[src/rtl/morse_pkg.sv]
// morse_pkg
// Shared definitions for the Morse key encoder: the two symbol codes that
// get packed into a letter, and the state type of the press/gap FSM.
package morse_pkg;

  localparam logic [1:0] SYM_DOT  = 2'b01;
  localparam logic [1:0] SYM_DASH = 2'b11;

  typedef enum logic [1:0] {
    IDLE,
    PRESS,
    GAP
  } state_e;

endpackage

[src/rtl/morse_key_encoder_sync_2ff.sv]
// sync_2ff
// Two-flop synchroniser bringing an asynchronous level into the clk domain.
// Both flops clear on reset, so the synchronised level always starts low.
// Ports:
//   clk    in  system clock
//   rst_n  in  asynchronous active-low reset
//   d_i    in  asynchronous input level
//   q_o    out synchronised level, two cycles behind d_i
module sync_2ff (
  input  logic clk,
  input  logic rst_n,
  input  logic d_i,
  output logic q_o
);

  logic meta_q;
  logic sync_q;

  always_ff @(posedge clk or negedge rst_n) begin
    if (!rst_n) begin
      meta_q <= 1'b0;
      sync_q <= 1'b0;
    end else begin
      meta_q <= d_i;
      sync_q <= meta_q;
    end
  end

  assign q_o = sync_q;

endmodule

[src/rtl/morse_key_encoder.sv]
// morse_key_encoder
// Times presses of a single Morse key, classifies each as dot or dash,
// packs up to MAX_SYMBOLS symbols into a left-shifted letter code and
// hands completed letters to a downstream stage over valid/ready.
// Ports:
//   clk           in  system clock
//   rst_n         in  asynchronous active-low reset
//   key           in  raw key level, 1 = pressed
//   flush         in  single-cycle request to commit the current letter
//   letter_ready  in  downstream accepts the presented letter
//   letter        out letter code, newest symbol in the LSBs
//   sym_count     out number of symbols in letter
//   letter_err    out letter had more than MAX_SYMBOLS symbols
//   letter_valid  out output register holds a letter
//   overrun       out one-cycle pulse when a commit was dropped
//   key_active    out synchronised key level
module morse_key_encoder
  import morse_pkg::*;
#(
  parameter int DOT_MIN     = 2,
  parameter int DASH_MIN    = 6,
  parameter int LETTER_GAP  = 10,
  parameter int MAX_SYMBOLS = 5,
  parameter int CNT_W       = 16
) (
  input  logic                               clk,
  input  logic                               rst_n,
  input  logic                               key,
  input  logic                               flush,
  input  logic                               letter_ready,
  output logic [2*MAX_SYMBOLS-1:0]           letter,
  output logic [$clog2(MAX_SYMBOLS+1)-1:0]   sym_count,
  output logic                               letter_err,
  output logic                               letter_valid,
  output logic                               overrun,
  output logic                               key_active
);

  localparam int LW  = 2 * MAX_SYMBOLS;
  localparam int SCW = $clog2(MAX_SYMBOLS + 1);

  localparam logic [CNT_W-1:0] DOT_MIN_C  = CNT_W'(DOT_MIN);
  localparam logic [CNT_W-1:0] DASH_MIN_C = CNT_W'(DASH_MIN);
  localparam logic [CNT_W-1:0] GAP_C      = CNT_W'(LETTER_GAP);
  localparam logic [SCW-1:0]   MAX_SYM_C  = SCW'(MAX_SYMBOLS);

  logic key_s;

  state_e          state_q, state_d;
  logic [CNT_W-1:0] press_q, press_d;
  logic [CNT_W-1:0] gap_q,   gap_d;
  logic [LW-1:0]    acc_q,   acc_d;
  logic [SCW-1:0]   cnt_q,   cnt_d;
  logic             err_q,   err_d;
  logic             commit;

  logic [LW-1:0]    letter_q,  letter_d;
  logic [SCW-1:0]   symcnt_q,  symcnt_d;
  logic             lerr_q,    lerr_d;
  logic             valid_q,   valid_d;
  logic             overrun_q, overrun_d;
  logic             load;

  logic [1:0]       code;

  sync_2ff u_key_sync (
    .clk   (clk),
    .rst_n (rst_n),
    .d_i   (key),
    .q_o   (key_s)
  );

  // Saturation at DASH_MIN means anything at or above it reads as a dash.
  assign code = (press_q >= DASH_MIN_C) ? SYM_DASH : SYM_DOT;

  always_comb begin
    state_d = state_q;
    press_d = press_q;
    gap_d   = gap_q;
    acc_d   = acc_q;
    cnt_d   = cnt_q;
    err_d   = err_q;
    commit  = 1'b0;

    case (state_q)
      IDLE, GAP: begin
        if (flush && (cnt_q != '0)) begin
          commit = 1'b1;
        end
        // A new press takes priority over a gap timeout in the same cycle,
        // so the letter keeps growing instead of being committed.
        if (key_s) begin
          state_d = PRESS;
          press_d = CNT_W'(1);
          gap_d   = '0;
        end else if (state_q == GAP) begin
          if (commit || (gap_q == GAP_C)) begin
            commit  = 1'b1;
            state_d = IDLE;
          end else begin
            gap_d = gap_q + CNT_W'(1);
          end
        end
      end

      PRESS: begin
        if (key_s) begin
          if (press_q < DASH_MIN_C) begin
            press_d = press_q + CNT_W'(1);
          end
        end else if (press_q < DOT_MIN_C) begin
          state_d = (cnt_q != '0) ? GAP : IDLE;
        end else if (cnt_q == MAX_SYM_C) begin
          err_d   = 1'b1;
          state_d = GAP;
        end else begin
          acc_d   = (acc_q << 2) | LW'(code);
          cnt_d   = cnt_q + SCW'(1);
          state_d = GAP;
        end
      end

      default: begin
        state_d = IDLE;
      end
    endcase

    if (commit) begin
      acc_d = '0;
      cnt_d = '0;
      err_d = 1'b0;
    end
  end

  always_ff @(posedge clk or negedge rst_n) begin
    if (!rst_n) begin
      state_q <= IDLE;
      press_q <= '0;
      gap_q   <= '0;
      acc_q   <= '0;
      cnt_q   <= '0;
      err_q   <= 1'b0;
    end else begin
      state_q <= state_d;
      press_q <= press_d;
      gap_q   <= gap_d;
      acc_q   <= acc_d;
      cnt_q   <= cnt_d;
      err_q   <= err_d;
    end
  end

  // A commit may load the output register in the same cycle the previous
  // letter is being accepted; otherwise an occupied register drops it.
  always_comb begin
    letter_d  = letter_q;
    symcnt_d  = symcnt_q;
    lerr_d    = lerr_q;
    valid_d   = valid_q;
    load      = commit && (!valid_q || letter_ready);
    overrun_d = commit && !load;

    if (load) begin
      letter_d = acc_q;
      symcnt_d = cnt_q;
      lerr_d   = err_q;
      valid_d  = 1'b1;
    end else if (valid_q && letter_ready) begin
      valid_d = 1'b0;
    end
  end

  always_ff @(posedge clk or negedge rst_n) begin
    if (!rst_n) begin
      letter_q  <= '0;
      symcnt_q  <= '0;
      lerr_q    <= 1'b0;
      valid_q   <= 1'b0;
      overrun_q <= 1'b0;
    end else begin
      letter_q  <= letter_d;
      symcnt_q  <= symcnt_d;
      lerr_q    <= lerr_d;
      valid_q   <= valid_d;
      overrun_q <= overrun_d;
    end
  end

  assign letter       = letter_q;
  assign sym_count    = symcnt_q;
  assign letter_err   = lerr_q;
  assign letter_valid = valid_q;
  assign overrun      = overrun_q;
  assign key_active   = key_s;

endmodule
[config.mk]
export PLATFORM = sky130hd
export DESIGN_NAME = morse_key_encoder
export DESIGN_NICKNAME = d
export VERILOG_FILES = /design/src/rtl/morse_pkg.sv /design/src/rtl/morse_key_encoder_sync_2ff.sv /design/src/rtl/morse_key_encoder.sv
export SDC_FILE = /design/constraint.sdc
export NUM_CORES = 1
export LEC_CHECK = 0
export ABC_AREA = 1
export CELL_PAD_IN_SITES_DETAIL_PLACEMENT = 0
export CELL_PAD_IN_SITES_GLOBAL_PLACEMENT = 1
export CORE_ASPECT_RATIO = 0.9
export CORE_MARGIN = 4
export CORE_UTILIZATION = 47
export CTS_BUF_LIST = sky130_fd_sc_hd__clkbuf_4 sky130_fd_sc_hd__clkbuf_8
export CTS_CLUSTER_DIAMETER = 30
export DETAILED_ROUTE_END_ITERATION = 12
export GPL_ROUTABILITY_DRIVEN = 0
export GPL_TIMING_DRIVEN = 0
export HOLD_SLACK_MARGIN = 0.15
export PLACE_DENSITY = 0.94
export RECOVER_POWER = 25
export SLEW_MARGIN = 20
export SYNTH_ARGS = -nofsm -noshare
export SYNTH_HDL_FRONTEND = slang
export SYNTH_SLANG_ARGS = --single-unit
export TNS_END_PERCENT = 30
[constraint.sdc]
create_clock -name clk -period 2.7 [get_ports clk]
set_input_delay 0.54 -clock clk [delete_from_list [all_inputs] [get_ports clk]]
set_output_delay 0.54 -clock clk [all_outputs]
set_load 0.03 [all_outputs]
## Word level (Yosys, flattened, before mapping)

Index checks and enable logic that the tools add are counted.
Widths: inputs -> output; s select.

- Bitwise gates (word level): 1
- Reductions and logical operators: 21
- Muxes and demuxes: 38
- $lt $le $gt $ge: 3
- Add/sub/neg operators: 3
- Equal/unequal tests: 14

Operator list:

| operator | count |
|---|---|
| $mux 16 | 6 |
| $mux 10 | 5 |
| $add 16x1->16 const B | 2 |
| $pmux 16 s2 | 1 |
| $eq 16x4->1 const B | 1 |
| $ge 16x3->1 const B | 1 |
| $lt 16x2->1 const B | 1 |
| $lt 16x3->1 const B | 1 |
| $mux 3 | 5 |
| $mux 2 | 7 |
| $mux 1 | 13 |
| $reduce_and 4->1 | 3 |
| $ne 2x2->1 const B | 5 |
| $or 10x2->10 | 1 |
| $reduce_bool 2->1 | 5 |
| $ne 2x1->1 const B | 3 |
| $ne 3x2->1 const B | 2 |
| $reduce_and 3->1 | 2 |
| $logic_and 1x1->1 | 4 |
| $pmux 2 s2 | 1 |
| $add 3x1->3 const B | 1 |
| $eq 3x3->1 const B | 1 |
| $reduce_bool 3->1 | 1 |
| $eq 2x1->1 const B | 1 |
| other kinds (5) | 7 |

- Logic and storage cells: 93
- Register bits: 66
- Output and inout bits: 17

## Depth between registers and ports, before layout

Gate-level depths: netlist (run 1).

- Depth after elaboration: 12
- Mapped depth: 10
- Mapped depth without buffers: 9

## Modules after synthesis

Synthesis (run 1) repeated with hierarchy kept, for this count alone.

- Cells, all modules: 398
- Area total of the unflattened synthesis: 3,274.4 µm²

By module, submodules not included:

| module | cells an instance | instances | seq. area each (µm²) | area an instance (µm²) |
|---|---|---|---|---|
| morse_key_encoder | 396 | 1 | 1,601.5 | 3,224.3 |
| sync_2ff | 2 | 1 | 50.0 | 50.0 |

## Worst setup path after synthesis (run 1)

OpenSTA, ideal clock, no wires.

- Path type: register -> register
- From: register cnt_q[0]
- To: register letter_q[0], in the netlist letter[0]
- Period minus slack after synthesis: 1,536 ps
- Cell stages (with the launch flop): 10
- Data arrival time: 1,418 ps
- Library setup time: 118 ps
- Path slack: 1,164 ps
- Data required time: 2,582 ps
- Path through: dfrtp_1 -> inv_1 -> ha_1 -> nand2_2 -> nand2_4 -> a21oi_4 -> nand3_4 -> buf_6 -> nand2_1 -> nand2_1

- Word-level cells in the longest chain between the ends: 10

RTL lines:

| item | RTL line | RTL |
|---|---|---|
| start, declared | morse_key_encoder.sv:53 | `logic [SCW-1:0] cnt_q, cnt_d;` |
| start signal, assigned | morse_key_encoder.sv:148 | `cnt_q <= cnt_d;` |
| $reduce_bool 3->1 * | morse_key_encoder.sv:87 | `if (flush && (cnt_q != '0)) begin` |
| $logic_and 1x1->1 * | morse_key_encoder.sv:87 |  |
| $mux 1 * | morse_key_encoder.sv:87 |  |
| $mux 1 * | morse_key_encoder.sv:85 | `case (state_q)` |
| $logic_or 1x1->1 | morse_key_encoder.sv:97 | `if (commit \|\| (gap_q == GAP_C)) begin` |
| $mux 1 | morse_key_encoder.sv:97 |  |
| $mux 1 | morse_key_encoder.sv:96 | `end else if (state_q == GAP) begin` |
| $mux 1 * | morse_key_encoder.sv:92 | `if (key_s) begin` |
| $mux 1 * | morse_key_encoder.sv:85 |  |
| $logic_and 1x1->1 * | morse_key_encoder.sv:160 | `load = commit && (!valid_q \|\| letter_ready);` |
| end signal, assigned | morse_key_encoder.sv:181 | `letter_q <= letter_d;` |
| end, declared | morse_key_encoder.sv:57 | `logic [LW-1:0] letter_q, letter_d;` |

Every way passes the cells marked *; elsewhere a longest branch is shown, timed or not. The select of a mux whose other input is x is not followed.
A chain may end at the register's enable or synchronous reset.

## Final worst setup path (run 1)

- From: register u_key_sync.sync_q, in the netlist u_key_sync.q_o
- To: output key_active

RTL lines:

| item | RTL line | RTL |
|---|---|---|
| start, declared | morse_key_encoder_sync_2ff.sv:17 | `logic sync_q;` |
| start signal, assigned | morse_key_encoder_sync_2ff.sv:25 | `sync_q <= meta_q;` |
| end, declared | morse_key_encoder.sv:36 | `output logic key_active` |

No word-level cell between the ends.

==> metrics, run 1 <==
Synth Area in Simple Gates=0.3695; post-synthesis cell area=~0.0034 mm²; GRT overflow=0; Mean Syn Cell Area=8.133 µm²; worst path required time=between 2 and 2.5 ns; WL met3=roughly 330 µm; core area=between 0.007 and 0.008 mm²; TritonRoute pass-1 iters=4; Pleak=2.022 nW; final period utilization=0.7321; CP startpoint kind=flip-flop; share of layout cells above drive strength 1=0.1253; fin nets=~460; # resized after CTS=0; via count=about 2,800; Cells after Synth=between 400 and 500; P&R area growth vs syn=18.12%; Final Hold Viols=0; ANT cells=0; Crit Path Max Fanout=3; Slew Limit Fails=0; DRC=0; crit path buf inv count=1; max incr delay on CP=around 0.69 ns; DR WL/cell=12.63 µm; Worst-path clk slew=0.07 ns; pwr dens=885.3 mW/mm²; Port Buf Inserts=21; Cell Rows=29; HPWL Detailed=4965 µm; largest family of logic cells by synthesized area=simple AND/OR/NAND/NOR gates; most frequent cells in the layout=128 x nand2_1, 66 x dfrtp_1, 59 x nor2_1; first-pass GRT wire length=approximately 12,000 µm; # hold bufs at CTS=1; status=finished, final reports clean; Final min period=roughly 2.0 ns; dominant synthesized flop cell=dfrtp_1; met2 WL=between 3000 and 4000 µm; Post-Synth XOR/XNOR Area=0.02071; Final Skew=around 0.007 ns; pin count of the biggest net entering global routing=57; crit path DAT=1.44 ns; Vias per Instance=5.026; WL final=6920 µm; Min-Delay Path Class=flip-flop to flip-flop; CP max stage cell=clkdlybuf4s50_1; VDD IR max=0.4331 mV; Initial Util=0.4806; worst slew pin tran=roughly 0.75 ns; CTS max path bufs=2; IO Count=22; M1 wire length=approximately 3300 µm; vias in the first global route=~2,700; Seq cells post-synth=66; RSZ-0062 raised after global routing=no; CP cell instances=clkdlybuf4s50_1; die area=0.008622 mm²; sequential area share after synthesis=0.4882; 1st-iter DRT viols=~190; Synth async-reset ratio=1.000; Max-slew headroom=0.5003; setup violators final=0; placed cell count=around 530; Synth Area in Compound Gates=0.02034; Tot GR Track Use=0.1812; max layer used=met4; Synth Area in Adders=0.02589; Setup Fix Bufs, Post-CTS=0; htree depth=3; clock sink total=66; Fmax achieved=just over 500 MHz; Crit. End Element=primary output; Die Wd=approximately 97 µm; clock latency on the worst-skew pair=roughly 0.35 ns; total CTS buffers=9; setup ws final=0.7234 ns; CTS tree=built; clk root buf=clkbuf_8; Synth cell types=28; Crit Path Class=flip-flop to primary output; Crit path max-delay family=buffers and inverters; initial antenna violation count=0; post-route insts no fill=between 500 and 600; die height=between 80 and 90 µm; Setup WS pre-CTS=0.6425 ns; number of flops mapped to enable cells by yosys=0; YS warnings=0; multiplexer share of the synthesized area=0; Detail Route Antenna Nets=0; # fillers=680; Mapped Nets=428; Max-Cap Viols=0; most common cell after layout, fill and taps aside=nand2_1
registers in the layout, indices dropped and copies added, names as in the netlist:
| register | flops |
|---|---|
| gap_q | 16 |
| u_key_sync.meta_q | 1 |
| acc_q | 10 |
| cnt_q | 3 |
| state_q | 2 |
| press_q | 16 |
| overrun | 1 |
| letter_err | 1 |
| letter | 10 |
| letter_valid | 1 |
| u_key_sync.q_o | 1 |
| sym_count | 3 |
| err_q | 1 |
final timing paths:
path                                         from             end  slack, ns  cells past startpoint
worst max-delay path               u_key_sync.q_o      key_active       0.72                      1
worst min-delay path            u_key_sync.meta_q  u_key_sync.q_o       0.36                      0
worst max register to register           cnt_q[0]       letter[3]       0.92                      9
worst min register to register  u_key_sync.meta_q  u_key_sync.q_o       0.36                      0
max in group asynchronous                   rst_n      press_q[4]       0.74                      3
min in group asynchronous                   rst_n        gap_q[9]       0.72                      2
power breakdown:
group / internal, mW / switching (mW)
clock: 0.735 / 0.396
sequential: 1.19 / 0.181
combinational: 0.402 / 0.632
per-layer routing:
metal / vias up / GRT usage
met5: - / 0
met3: 8 / 0.05831
met4: 0 / 0.06038
li1: 1385 / -
met2: 44 / 0.2788
met1: 1317 / 0.2458
through the flow:
| stage | power (mW) | instance area, µm² | setup TNS [ns] | util | hold WS, ns |
|---|---|---|---|---|---|
| after global routing | 3.765 | 3996 | 0 | 0.5677 | 0.3692 |
| after CTS | 3.585 | 4020 | 0 | 0.5711 | 0.3592 |
| after global placement | 2.391 | 3710 | -72.04 | 0.5270 | 0.3355 |
| after floorplan | 2.075 | 3383 | 0 | - | 0.2444 |
| after detailed placement | 2.435 | 3735 | 0 | 0.5306 | 0.3419 |
| final | 3.538 | 3996 | 0 | 0.5677 | 0.3576 |
cell usage after synthesis (3+ instances only):
master    count  area (µm²)
nand2_2       6       37.54
buf_4         3       22.52
xnor2_1       3       26.28
o21ai_0       5       25.02
buf_6         5       56.30
xor2_1        5       43.79
inv_2         5       18.77
nor2_1       59       221.5
inv_1        35       131.4
buf_2         3       15.01
nand2_4       5       56.30
nand3_1      39       195.2
ha_1          7       87.58
dfrtp_1      66        1652
clkbuf_1      3       11.26
nand3_2       7       70.07
nand2_1     128       480.5
nand4_1      19       118.9
cells by family after synthesis:
| group | count (synthesis) |
|---|---|
| AND/OR/NAND/NOR | 270 |
| flip-flops | 66 |
| buffers and inverters | 54 |
| AO/OA/AOI/OAI | 11 |
| XOR/XNOR | 8 |
| adder cells (fa/ha/maj) | 7 |
layout make-up:
cell class | count | area [µm²] | area share
Multi-Input combinational cell | 296 | 1476 | 0.3694
Clock inverter | 6 | 137.6 | 0.03444
Sequential cell | 66 | 1652 | 0.4133
Inverter | 40 | 150.1 | 0.03757
Tap cell | 93 | 116.4 | 0.02912
Buffer | 14 | 105.1 | 0.02630
Clock buffer | 10 | 137.6 | 0.03444
Timing Repair Buffer | 23 | 221.5 | 0.05542
(Power assumes the default switching activity.)
==> inputs of run 2 (changes only) <==
--- a/config.mk
+++ b/config.mk
@@ -10,14 +10,14 @@
 export CELL_PAD_IN_SITES_GLOBAL_PLACEMENT = 1
 export CORE_ASPECT_RATIO = 0.9
 export CORE_MARGIN = 4
-export CORE_UTILIZATION = 47
+export CORE_UTILIZATION = 46
 export CTS_BUF_LIST = sky130_fd_sc_hd__clkbuf_4 sky130_fd_sc_hd__clkbuf_8
 export CTS_CLUSTER_DIAMETER = 30
 export DETAILED_ROUTE_END_ITERATION = 12
 export GPL_ROUTABILITY_DRIVEN = 0
 export GPL_TIMING_DRIVEN = 0
 export HOLD_SLACK_MARGIN = 0.15
-export PLACE_DENSITY = 0.94
+export PLACE_DENSITY = 0.93
 export RECOVER_POWER = 25
 export SLEW_MARGIN = 20
 export SYNTH_ARGS = -nofsm -noshare
==> constraint.sdc (replaced) <==
create_clock -name clk -period 1.99 [get_ports clk]
set_input_delay 0.398 -clock clk [delete_from_list [all_inputs] [get_ports clk]]
set_output_delay 0.398 -clock clk [all_outputs]
set_load 0.03 [all_outputs]
==> run 2 against run 1 <==
Sequential power up 36%. Clock skew grew 0.00072 ns. Routed wire length fell by 0.56%. Combinational power up 35%. Count of clock-buffer cells in the layout is 1 lower. Total power rose by 24%. Clock power barely moved. Hold slack is essentially flat. Critical path type unchanged. Largest cell class unchanged. Largest power group unchanged.
==> metrics, run 2 (synthesis gave the netlist of run 1 again) <==
setup violators final=0; CP max stage cell=clkdlybuf4s50_1; design area=0.003929 mm²; clock latency on the worst-skew pair=approximately 0.35 ns; worst path required time=1.59 ns; share of layout cells above drive strength 1=0.1275; final period utilization=0.9025; Slew Limit Fails=0; Pleak=1.992 nW; CP cell instances=clkdlybuf4s50_1; pwr dens=between 1000 and 1500 mW/mm²; post-route insts no fill=between 500 and 600; max incr delay on CP=0.68 ns; RSZ-0062 raised after global routing=no; crit path buf inv count=1; CTS max path bufs=2; most common cell after layout, fill and taps aside=nand2_1; leading registers by flop count=gap_q: 16 flops, press_q: 16 flops; VDD IR max=approximately 0.76 mV; Final Skew=around 0.0079 ns; Sw Share=0.3729; IO Count=22; DRC=0; Crit Path Class=flip-flop to primary output; CTS tree=built; crit path DAT=1.40 ns; ANT cells=0; total CTS buffers=9; Vias per Instance=4.880; Setup WS pre-CTS=about 0.15 ns; die area=around 0.0088 mm²; Tot GR Track Use=0.1719; worst slew pin tran=about 0.77 ns; TritonRoute pass-1 iters=4; first-pass GRT wire length=11,860 µm; via count=2,674; # fillers=between 600 and 700; NetSw=roughly 1.6 mW; Crit Path Max Fanout=3; HPWL Detailed=between 5000 and 6000 µm; die height=between 80 and 90 µm; WL final=~6900 µm; fin nets=462; Crit path max-delay family=buffers and inverters; placed inst area=0.003727 mm²; Min-Delay Path Class=flip-flop to flip-flop; Final min period=about 1.8 ns; Die Wd=between 90 and 100 µm; most frequent cells in the layout=128 x nand2_1, 66 x dfrtp_1, 59 x nor2_1; P&R area growth vs syn=16.12%; status=finished, final reports clean; sequential share of power=0.429; DR WL/cell=about 13 µm; Crit. End Element=primary output; Max-Cap Viols=0; Worst-path clk slew=0.08 ns; final design utilization=0.5524; Detail Route Antenna Nets=0; Int Power=about 2.7 mW; setup ws final=~0.19 ns; pin count of the biggest net entering global routing=38; worst hold slack=0.3578 ns; total power=4.371 mW; placed cell count=around 530; CP startpoint kind=flip-flop; Register Area=between 0.0015 and 0.002 mm²; Cell Rows=29; Initial Util=0.4757; Port Buf Inserts=21; Multi-input gate area=~0.0015 mm²; clock sink total=between 60 and 70; 1st-iter DRT viols=approximately 220; Max-slew headroom=0.4898; core area=roughly 0.0071 mm²; Clock Power Share=0.254; clk root buf=clkbuf_8; htree depth=3; Combinational Power Share=0.318; vias in the first global route=approximately 2,400; flop2flop setup slack=about 0.25 ns; initial antenna violation count=0; GRT overflow=0; setup TNS=0 ns; Fmax achieved=556.8 MHz; Setup Fix Bufs, Post-CTS=0; Final Hold Viols=0
## run 2: cell types whose count changed in the layout (fill, tap and decap cells not counted), sizes merged
cell / previous run / this run
clkinv: 2 / 5
clkinvlp: 0 / 1
bufinv: 4 / 1
clkbuf: 15 / 13
buf: 11 / 12
## run 2: layout make-up
class | count | area share
sequential | 66 | 0.4204
clock buffer | 9 | 0.03153
tap | 93 | 0.02962
multi-input combinational | 296 | 0.3758
timing repair buffer | 23 | 0.05987
inverter | 40 | 0.03822
clock inverter | 7 | 0.01783
buffer | 14 | 0.02675
## run 2: worst paths after layout
check | start | endpoint | cells past startpoint
max reg2reg | cnt_q[0] | acc_q[8] | 9
min reg2reg | u_key_sync.meta_q | u_key_sync.q_o | 0
min in group asynchronous | rst_n | gap_q[9] | 2
min | u_key_sync.meta_q | u_key_sync.q_o | 0
max in group asynchronous | rst_n | acc_q[6] | 3
max | u_key_sync.q_o | key_active | 1
## run 2: power by group through the flow
stage / sequential (mW) / clock [mW] / combinational, mW
after floorplan: 2.05 / 0 / 0.765
after global placement: 1.89 / 0 / 1.36
after detailed placement: 1.90 / 0 / 1.40
after CTS: 1.87 / 1.14 / 1.41
after global routing: 1.91 / 1.21 / 1.55
final: 1.87 / 1.11 / 1.39
## run 2: what timing repair did
| item | CTS | global route |
|---|---|---|
| endpoints found under the hold margin | 29 | 0 |
| hold buffers | 1 | 0 |
| resized for setup | 0 | 0 |
| endpoints found under the setup margin | 0 | 0 |
## run 2: per-layer routing
| layer | vias up | wire [µm] | track usage |
|---|---|---|---|
| met3 | 4 | 352 | 0.05226 |
| met1 | 1247 | 3587 | 0.2499 |
| li1 | 1375 | - | - |
| met5 | - | 0 | 0 |
| met2 | 48 | 2900 | 0.2498 |
| met4 | 0 | 40 | 0.04839 |
